`config.mk`:
```
export PLATFORM = sky130hd
export DESIGN_NAME = zcu216_adc_rst_sequencer
export DESIGN_NICKNAME = d
export VERILOG_FILES = /design/src/rtl/zcu216_adc_rst_sequencer.sv
export SDC_FILE = /design/constraint.sdc
export NUM_CORES = 1
export LEC_CHECK = 0
export BUFFER_PORTS_ARGS = -buffer_cell sky130_fd_sc_hd__buf_2
export CAP_MARGIN = 20
export CORE_MARGIN = 1.5
export CORE_UTILIZATION = 35
export CTS_BUF_LIST = sky130_fd_sc_hd__clkbuf_4 sky130_fd_sc_hd__clkbuf_8
export DETAILED_ROUTE_END_ITERATION = 10
export HOLD_SLACK_MARGIN = 0.02
export MAX_ROUTING_LAYER = met4
export SKIP_CTS_REPAIR_TIMING = 1
export SLEW_MARGIN = 10
export SYNTH_ARGS = -nofsm -noshare
export SYNTH_HDL_FRONTEND = slang
export SYNTH_SLANG_ARGS = --single-unit
```
`constraint.sdc`:
```
create_clock -name adc_clk -period 2.6 [get_ports adc_clk]
set_clock_uncertainty 0.1 [all_clocks]
set_input_delay 0.26 -clock adc_clk [delete_from_list [all_inputs] [get_ports adc_clk]]
set_output_delay 0.26 -clock adc_clk [all_outputs]
set_load 0.01 [all_outputs]
```
`src/rtl/zcu216_adc_rst_sequencer.sv`:
```
// Reset sequencer for the ZCU216 ADC clock domain: synchronises MMCM lock, holds
// adc_rst until lock is stable, releases reset then ready, and counts lock losses.
module zcu216_adc_rst_sequencer #(
    parameter int LOCK_STABLE_CYCLES = 1024,
    parameter int HOLD_CYCLES        = 16,
    parameter int CNT_W              = 16
) (
    input  logic             adc_clk,
    input  logic             rst,
    input  logic             mmcm_locked,
    input  logic             sw_rst,
    input  logic             clr_cnt,
    output logic             adc_rst,
    output logic             ready,
    output logic [1:0]       state,
    output logic [CNT_W-1:0] lock_loss_cnt
);

    localparam int SC_W = $clog2(LOCK_STABLE_CYCLES);
    localparam int HC_W = $clog2(HOLD_CYCLES) + 1;

    localparam logic [SC_W-1:0]  SC_LAST = SC_W'(LOCK_STABLE_CYCLES - 1);
    localparam logic [HC_W-1:0]  HC_LAST = HC_W'(HOLD_CYCLES - 1);
    localparam logic [CNT_W-1:0] CNT_MAX = '1;

    typedef enum logic [1:0] {
        WAIT_LOCK = 2'd0,
        STABLE    = 2'd1,
        RELEASE   = 2'd2,
        RUN       = 2'd3
    } state_t;

    // mmcm_locked -> sync_q1 is a false path; both flops stay together in placement.
    (* ASYNC_REG = "TRUE" *) logic sync_q1;
    (* ASYNC_REG = "TRUE" *) logic locked_s;

    state_t           state_q, state_nxt;
    logic [SC_W-1:0]  stable_cnt, stable_cnt_nxt;
    logic [HC_W-1:0]  hold_cnt, hold_cnt_nxt;
    logic [CNT_W-1:0] loss_cnt, loss_cnt_nxt;
    logic             adc_rst_q, adc_rst_nxt;
    logic             ready_q, ready_nxt;
    logic             drop;
    logic             loss_evt;

    always_ff @(posedge adc_clk or posedge rst) begin
        if (rst) begin
            sync_q1  <= 1'b0;
            locked_s <= 1'b0;
        end else begin
            sync_q1  <= mmcm_locked;
            locked_s <= sync_q1;
        end
    end

    assign drop = !locked_s || sw_rst;

    // Only a real lock loss out of a released state is counted; sw_rst alone is not.
    assign loss_evt = !locked_s && ((state_q == RELEASE) || (state_q == RUN));

    always_comb begin
        state_nxt      = state_q;
        stable_cnt_nxt = stable_cnt;
        hold_cnt_nxt   = hold_cnt;

        case (state_q)
            WAIT_LOCK: begin
                if (!drop) begin
                    state_nxt      = STABLE;
                    stable_cnt_nxt = '0;
                end
            end
            STABLE: begin
                if (drop) begin
                    state_nxt = WAIT_LOCK;
                end else if (stable_cnt == SC_LAST) begin
                    state_nxt    = RELEASE;
                    hold_cnt_nxt = '0;
                end else begin
                    stable_cnt_nxt = stable_cnt + 1'b1;
                end
            end
            RELEASE: begin
                if (drop) begin
                    state_nxt = WAIT_LOCK;
                end else if (hold_cnt == HC_LAST) begin
                    state_nxt = RUN;
                end else begin
                    hold_cnt_nxt = hold_cnt + 1'b1;
                end
            end
            RUN: begin
                if (drop) begin
                    state_nxt = WAIT_LOCK;
                end
            end
            default: begin
                state_nxt = WAIT_LOCK;
            end
        endcase

        // Outputs are decoded from the next state so they move on the same edge.
        adc_rst_nxt = (state_nxt == WAIT_LOCK) || (state_nxt == STABLE);
        ready_nxt   = (state_nxt == RUN);
    end

    always_comb begin
        loss_cnt_nxt = loss_cnt;
        if (clr_cnt) begin
            loss_cnt_nxt = loss_evt ? CNT_W'(1) : '0;
        end else if (loss_evt && (loss_cnt != CNT_MAX)) begin
            loss_cnt_nxt = loss_cnt + 1'b1;
        end
    end

    always_ff @(posedge adc_clk or posedge rst) begin
        if (rst) begin
            state_q    <= WAIT_LOCK;
            stable_cnt <= '0;
            hold_cnt   <= '0;
            loss_cnt   <= '0;
            adc_rst_q  <= 1'b1;
            ready_q    <= 1'b0;
        end else begin
            state_q    <= state_nxt;
            stable_cnt <= stable_cnt_nxt;
            hold_cnt   <= hold_cnt_nxt;
            loss_cnt   <= loss_cnt_nxt;
            adc_rst_q  <= adc_rst_nxt;
            ready_q    <= ready_nxt;
        end
    end

    assign adc_rst       = adc_rst_q;
    assign ready         = ready_q;
    assign state         = state_q;
    assign lock_loss_cnt = loss_cnt;

endmodule
```
=== Word level (Yosys, flattened, before mapping) ===
Cells that the tools add are included.
W data, S select, Z words.

* Bits in registers: 37
* Input port bits: 5
* Output and inout port bits: 20
* Logic and storage cells: 57

* Add/sub/neg operators: 3
* Equal/unequal tests: 14
* Mux-type cells: 19
* Reduce and logical (&&, ||, !) cells: 13

{| class="wikitable"
|+ Operator list
! kind !! number
|-
| $mux W16 || 2
|-
| $mux W10 || 3
|-
| $mux W5 || 4
|-
| $pmux W10 S2 || 1
|-
| $add A16 B1 Y16 const B || 1
|-
| $ne A16 B16 Y1 const B || 1
|-
| $mux W2 || 6
|-
| $ne A2 B2 Y1 const B || 6
|-
| $add A10 B1 Y10 const B || 1
|-
| $eq A10 B10 Y1 const B || 1
|-
| $pmux W5 S2 || 1
|-
| $pmux W2 S4 || 1
|-
| $eq A2 B2 Y1 const B || 3
|-
| $reduce_bool A2 Y1 || 3
|-
| $add A5 B1 Y5 const B || 1
|-
| $eq A5 B4 Y1 const B || 1
|-
| $reduce_and A5 Y1 || 1
|-
| $eq A2 B1 Y1 const B || 2
|-
| $logic_not A2 Y1 || 2
|-
| $reduce_and A4 Y1 || 1
|-
| $logic_or A1 B1 Y1 || 3
|-
| $logic_and A1 B1 Y1 || 2
|-
| $logic_not A1 Y1 || 1
|-
| $mux W1 || 1
|}

=== Longest topological paths before layout ===
* Depth in word-level cells: 6
* Depth in mapped cells: 7
* Mapped depth without buffers: 7

=== Worst setup path before layout ===
OpenSTA, ideal clock, no wires.

* Path type: register to register
* Start point: reg loss_cnt[0] (netlist: lock_loss_cnt[0])
* End point: reg loss_cnt[12] (netlist: lock_loss_cnt[12])
* Library setup time: 0.128 ns
* Arrival time: 1.813 ns
* Data required time: 2.372 ns
* Setup slack: 0.559 ns
* Stages on the path, launching flop included: 6
* Path buffers: 0
* Clock period less this slack: 2.041 ns
* Cells stage by stage: dfrtp_1 -> ha_1 -> nand4_2 -> or3_4 -> nor4_1 -> mux2_1

* Word-level cells in the longest chain between the ends: 3
* Elaborated cells on any way between the ends: 6
* Classes of those cells: 1 x add/sub; 1 x eq/ne; 2 x mux; 2 x reduce/logical

{| class="wikitable"
|+ RTL lines
! what !! RTL line !! text
|-
| start, declared || 40 || <nowiki>logic [CNT_W-1:0] loss_cnt, loss_cnt_nxt;</nowiki>
|-
| start signal, assigned || 128 || <nowiki>loss_cnt <= loss_cnt_nxt;</nowiki>
|-
| $add A16 B1 Y16 / $ne A16 B16 Y1 (equally long branches) || 112, 111 ||
|-
| $mux W16 / $logic_and A1 B1 Y1 (equally long branches) || 111 || <nowiki>end else if (loss_evt && (loss_cnt != CNT_MAX)) begin</nowiki>
|-
| $mux W16 / $reduce_bool A2 Y1 (equally long branches) || n/a ||
|}

Parallel ways exist; a longest one is shown, timed or not. The select of a mux whose other input is x is not followed.
A chain may end at the register's enable or synchronous reset.

=== Worst setup path in the final report ===
Same ends and word-level chain as after synthesis.

==> impl_table.tex <==
\begin{tabular}{lr}
\hline
Metric & Value \\
\hline
\multicolumn{2}{l}{\textbf{Global routing}} \\
Met2 GRT Util & 0.239 \\
Largest net degree at the start of global routing & 38 \\
Routing usage on met1 & 0.220 \\
Number of global-route vias before repair & about 1600 \\
Busiest layer in global routing & met2 \\
Overall track demand over capacity in global routing & 0.166 \\
Initial antenna violation count & 0 \\
Total gr overflow & 0 \\
Global-route wire length before repair & slightly above 8000 um \\
Global Route met3 Usage & 0.0432 \\
\multicolumn{2}{l}{\textbf{STA}} \\
Total negative slack for setup checks & 0 ps \\
Hold WS & -30.1 ps \\
Pin slew with the least headroom to its limit & approximately 500 ps \\
Setup repair after global routing missed its margin & no \\
Relative slew margins & 0.668 \\
Highest clock frequency the design can meet & 0.483 GHz \\
Number of pins with negative max-slew slack in the final report & 0 \\
Setup-violating endpoint count in the final report & 0 \\
Final worst path period share & 0.797 \\
Minimum clock period & 2070 ps \\
Slack of the critical path & around 530 ps \\
Final Hold Violating Endpoints & 36 \\
\multicolumn{2}{l}{\textbf{Place}} \\
Final Wtd Congestion & 0.890 \\
Placement Setup Slack & approximately 520 ps \\
Placed insts & 309 \\
HPWL after DPL & 3120 um \\
Number of buffers inserted by port buffering & 24 \\
Area after DPL & 2290 um\^{}2 \\
\multicolumn{2}{l}{\textbf{Drt}} \\
Number of search-and-repair iterations in the first detailed-routing pass & 4 \\
Via count & about 1800 \\
Violation count after the first detailed-routing iteration & 69 \\
DRC Markers & 0 \\
Number of nets with antenna violations after routing & 0 \\
Final wirelength & 4500 um \\
Routed vias/inst & 5.60 \\
Routed len/inst & 14.1 um \\
\multicolumn{2}{l}{\textbf{Pwr}} \\
Power per standard cell area & 452 nW/um\^{}2 \\
Total power after layout & 1.08 mW \\
Portion of total power attributed to combinational logic & 0.048 \\
Internal power consumption & 0.839 mW \\
Switching power & 0.244 mW \\
Largest voltage drop on the vdd net & between 0.15 and 0.2 mV \\
Relative contribution of sequential cells to total power & 0.548 \\
Clock network power share & 0.404 \\
Switching power share of the total & 0.225 \\
Static Leak & 1.06 nW \\
\multicolumn{2}{l}{\textbf{Layout}} \\
Utilization after layout & 0.428 \\
Fin nets & 254 \\
Area Overhead vs Synth & 15.3\% \\
Proportion of layout cells with a drive suffix above 1 & 0.199 \\
Register area & 927 um\^{}2 \\
Design area & around 2400 um\^{}2 \\
Final Non-Filler Cells & 318 \\
Multi-input gate area in the final layout & 1090 um\^{}2 \\
Diode count & 0 \\
Number of fill cells & 572 \\
\multicolumn{2}{l}{\textbf{Logic synthesis}} \\
Syn nets & between 200 and 250 \\
Synthesized flop and latch total & 37 \\
Synthesized area per cell & 9.58 um\^{}2 \\
Number of flops mapped to enable cells by yosys & 0 \\
Top\_reg\_cell synth & sky130\_fd\_sc\_hd\_\_dfrtp\_1 \\
Synth warnings & 0 \\
Yosys top cell by area & sky130\_fd\_sc\_hd\_\_dfrtp\_1 \\
Number of library cell types mapped by synthesis & 55 \\
Asr flop ratio synth & 1.00 \\
Cell types with the largest area share after synthesis & sky130\_fd\_sc\_hd\_\_dfrtp\_1, sky130\_fd\_sc\_hd\_\_a21oi\_1, sky130\_fd\_sc\_hd\_\_nand2\_1, sky130\_fd\_sc\_hd\_\_nand3\_1, sky130\_fd\_sc\_hd\_\_o21ai\_0 \\
Sequential-to-total area share from yosys stat & 0.446 \\
Gate count of the mapped netlist & 217 \\
Netlist Area Pre-Place & 2080 um\^{}2 \\
Top cell type's share of synthesized area & 0.433 \\
\multicolumn{2}{l}{\textbf{Setup path}} \\
Slowest library cell on the worst path & sky130\_fd\_sc\_hd\_\_or3\_4 \\
Type of the worst setup path & flop to flop \\
Launch point of the critical path & lock\_loss\_cnt[0] \\
Cell depth of the worst flop-to-flop path & 5 \\
Worst Setup End Kind & flop \\
Reg-to-reg critical path endpoint & lock\_loss\_cnt[12] \\
Cells along the critical path & ha\_1 -> nand4\_2 -> or3\_4 -> nor4\_1 -> mux2\_1 \\
CP max stage delay & 420 ps \\
Critical register-to-register path startpoint & lock\_loss\_cnt[0] \\
Req. time, crit path & roughly 2700 ps \\
Destination of the critical timing path & lock\_loss\_cnt[12] \\
Element type at the critical path start & flop \\
Reg2reg setup slack & 530 ps \\
Crit-path max FO & 5 \\
Arrival time of the worst setup path & $\sim$2100 ps \\
\multicolumn{2}{l}{\textbf{CTS}} \\
Clock root buffer master & sky130\_fd\_sc\_hd\_\_clkbuf\_8 \\
Worst-Skew Late Latency & 290 ps \\
Number of sinks driven by the clock tree & 37 \\
H-tree depth & 2 \\
Register clock-pin slew on the reported worst setup and hold paths & 70 ps \\
Clock tree buffer depth & 2 \\
CTS tree & built \\
Cts bufs inserted & 5 \\
\multicolumn{2}{l}{\textbf{Die}} \\
Die X & around 80 um \\
Total Die Area & 6410 um\^{}2 \\
Cell Rows & 27 \\
IO Count & 25 \\
Die height & about 80 um \\
Starting Density & 0.371 \\
Placeable core region & 5610 um\^{}2 \\
\multicolumn{2}{l}{\textbf{Outcome}} \\
Run status & complete, but fails checks \\
Failing checks & negative hold slack \\
\multicolumn{2}{l}{\textbf{Run}} \\
Number of max-cap violations & 0 \\
\multicolumn{2}{l}{\textbf{Hold path}} \\
Class of the most critical hold timing path & primary input to async pin \\
\hline
\end{tabular}
[worst max-delay path: cells and delay by family (launching register included)]
family	cells	cell delay [ps]
flops	1	390
mux	1	350
simple gates	3	880
fa+ha+maj	1	230
[logic make-up after synthesis]
family,count (synthesis),synth area share
mux,4,0.0211
compound gates,62,0.197
fa+ha+maj,4,0.0241
flops,37,0.446
buf+inv,16,0.0301
simple gates,94,0.282
[cells in the final DEF, fill, tap and decap left out, types with 2 or more instances in the layout]
cell type and n:
sky130_fd_sc_hd__buf_2 24, sky130_fd_sc_hd__nor2b_1 5, sky130_fd_sc_hd__clkbuf_4 2, sky130_fd_sc_hd__and3_1 5, sky130_fd_sc_hd__nor3_1 5, sky130_fd_sc_hd__dfrtp_1 36, sky130_fd_sc_hd__mux2_2 2, sky130_fd_sc_hd__or4_1 7
sky130_fd_sc_hd__buf_4 5, sky130_fd_sc_hd__nand2b_1 5, sky130_fd_sc_hd__o211ai_1 2, sky130_fd_sc_hd__and2_1 2, sky130_fd_sc_hd__nand4_1 5, sky130_fd_sc_hd__a41oi_1 3, sky130_fd_sc_hd__and4_1 2, sky130_fd_sc_hd__a21o_1 2
sky130_fd_sc_hd__or3_1 6, sky130_fd_sc_hd__ha_1 4, sky130_fd_sc_hd__nand2_1 16, sky130_fd_sc_hd__nor2_1 10, sky130_fd_sc_hd__inv_1 7, sky130_fd_sc_hd__nand3b_1 4, sky130_fd_sc_hd__a21oi_1 19, sky130_fd_sc_hd__nor4_2 2
sky130_fd_sc_hd__clkbuf_8 6, sky130_fd_sc_hd__o41ai_1 3, sky130_fd_sc_hd__o31ai_1 6, sky130_fd_sc_hd__nand3_1 11, sky130_fd_sc_hd__a22o_1 2, sky130_fd_sc_hd__o21ai_0 11
[per-layer routing]
metal / part of all wire / wire length [um]
met1: 0.50 / 2240
met2: 0.45 / 2000
met3: 0.036 / 160
met4: 0.020 / 91
met5: 0 / 0
[how the worst min path moves through the flow]
stage	from	to	slack (ps)	cells after the start
floorplan	mmcm_locked	sync_q1	190	0
global placement	sync_q1	locked_s	240	0
detailed placement	sync_q1	locked_s	240	0
CTS	mmcm_locked	sync_q1	-40	1
global route	rst	lock_loss_cnt[7]	40	3
finish	rst	lock_loss_cnt[7]	-30	3
[registers in the layout, summed over array words and instances (netlist names)]
signal	cells
adc_rst	1
hold_cnt	5
lock_loss_cnt	16
locked_s	1
ready	1
stable_cnt	10
state	2
sync_q1	1
[layout make-up]
| type | count | share of cell area |
|---|---|---|
| Timing Repair Buffer | 30 | 0.0699 |
| Inverter | 7 | 0.0110 |
| Tap cell | 72 | 0.0376 |
| Clock buffer | 8 | 0.0407 |
| Multi-Input combinational cell | 164 | 0.454 |
| Sequential cell | 37 | 0.387 |
[cells in the mapped netlist, drive strengths merged, types with 5 or more instances]
cell type  instances
nand2b             5
or3                7
o31ai              6
a21oi             19
inv                7
nor3               5
nand4              7
clkbuf             6
or4                7
nor2              10
nand3             11
nor2b              5
nand2             16
dfrtp             36
and3               5
o21ai             12
[power groups by stage]
stage,Clock [mW],Combinational (mW),Sequential (mW)
3_3_place_gp,0,0.0523,0.604
2_1_floorplan,0,0.0354,0.602
5_1_grt,0.489,0.0610,0.595
4_1_cts,0.460,0.0528,0.593
3_5_place_dp,0,0.0526,0.604
6_report,0.437,0.0519,0.594
No activity file was read; power rests on OpenSTA's default activity.
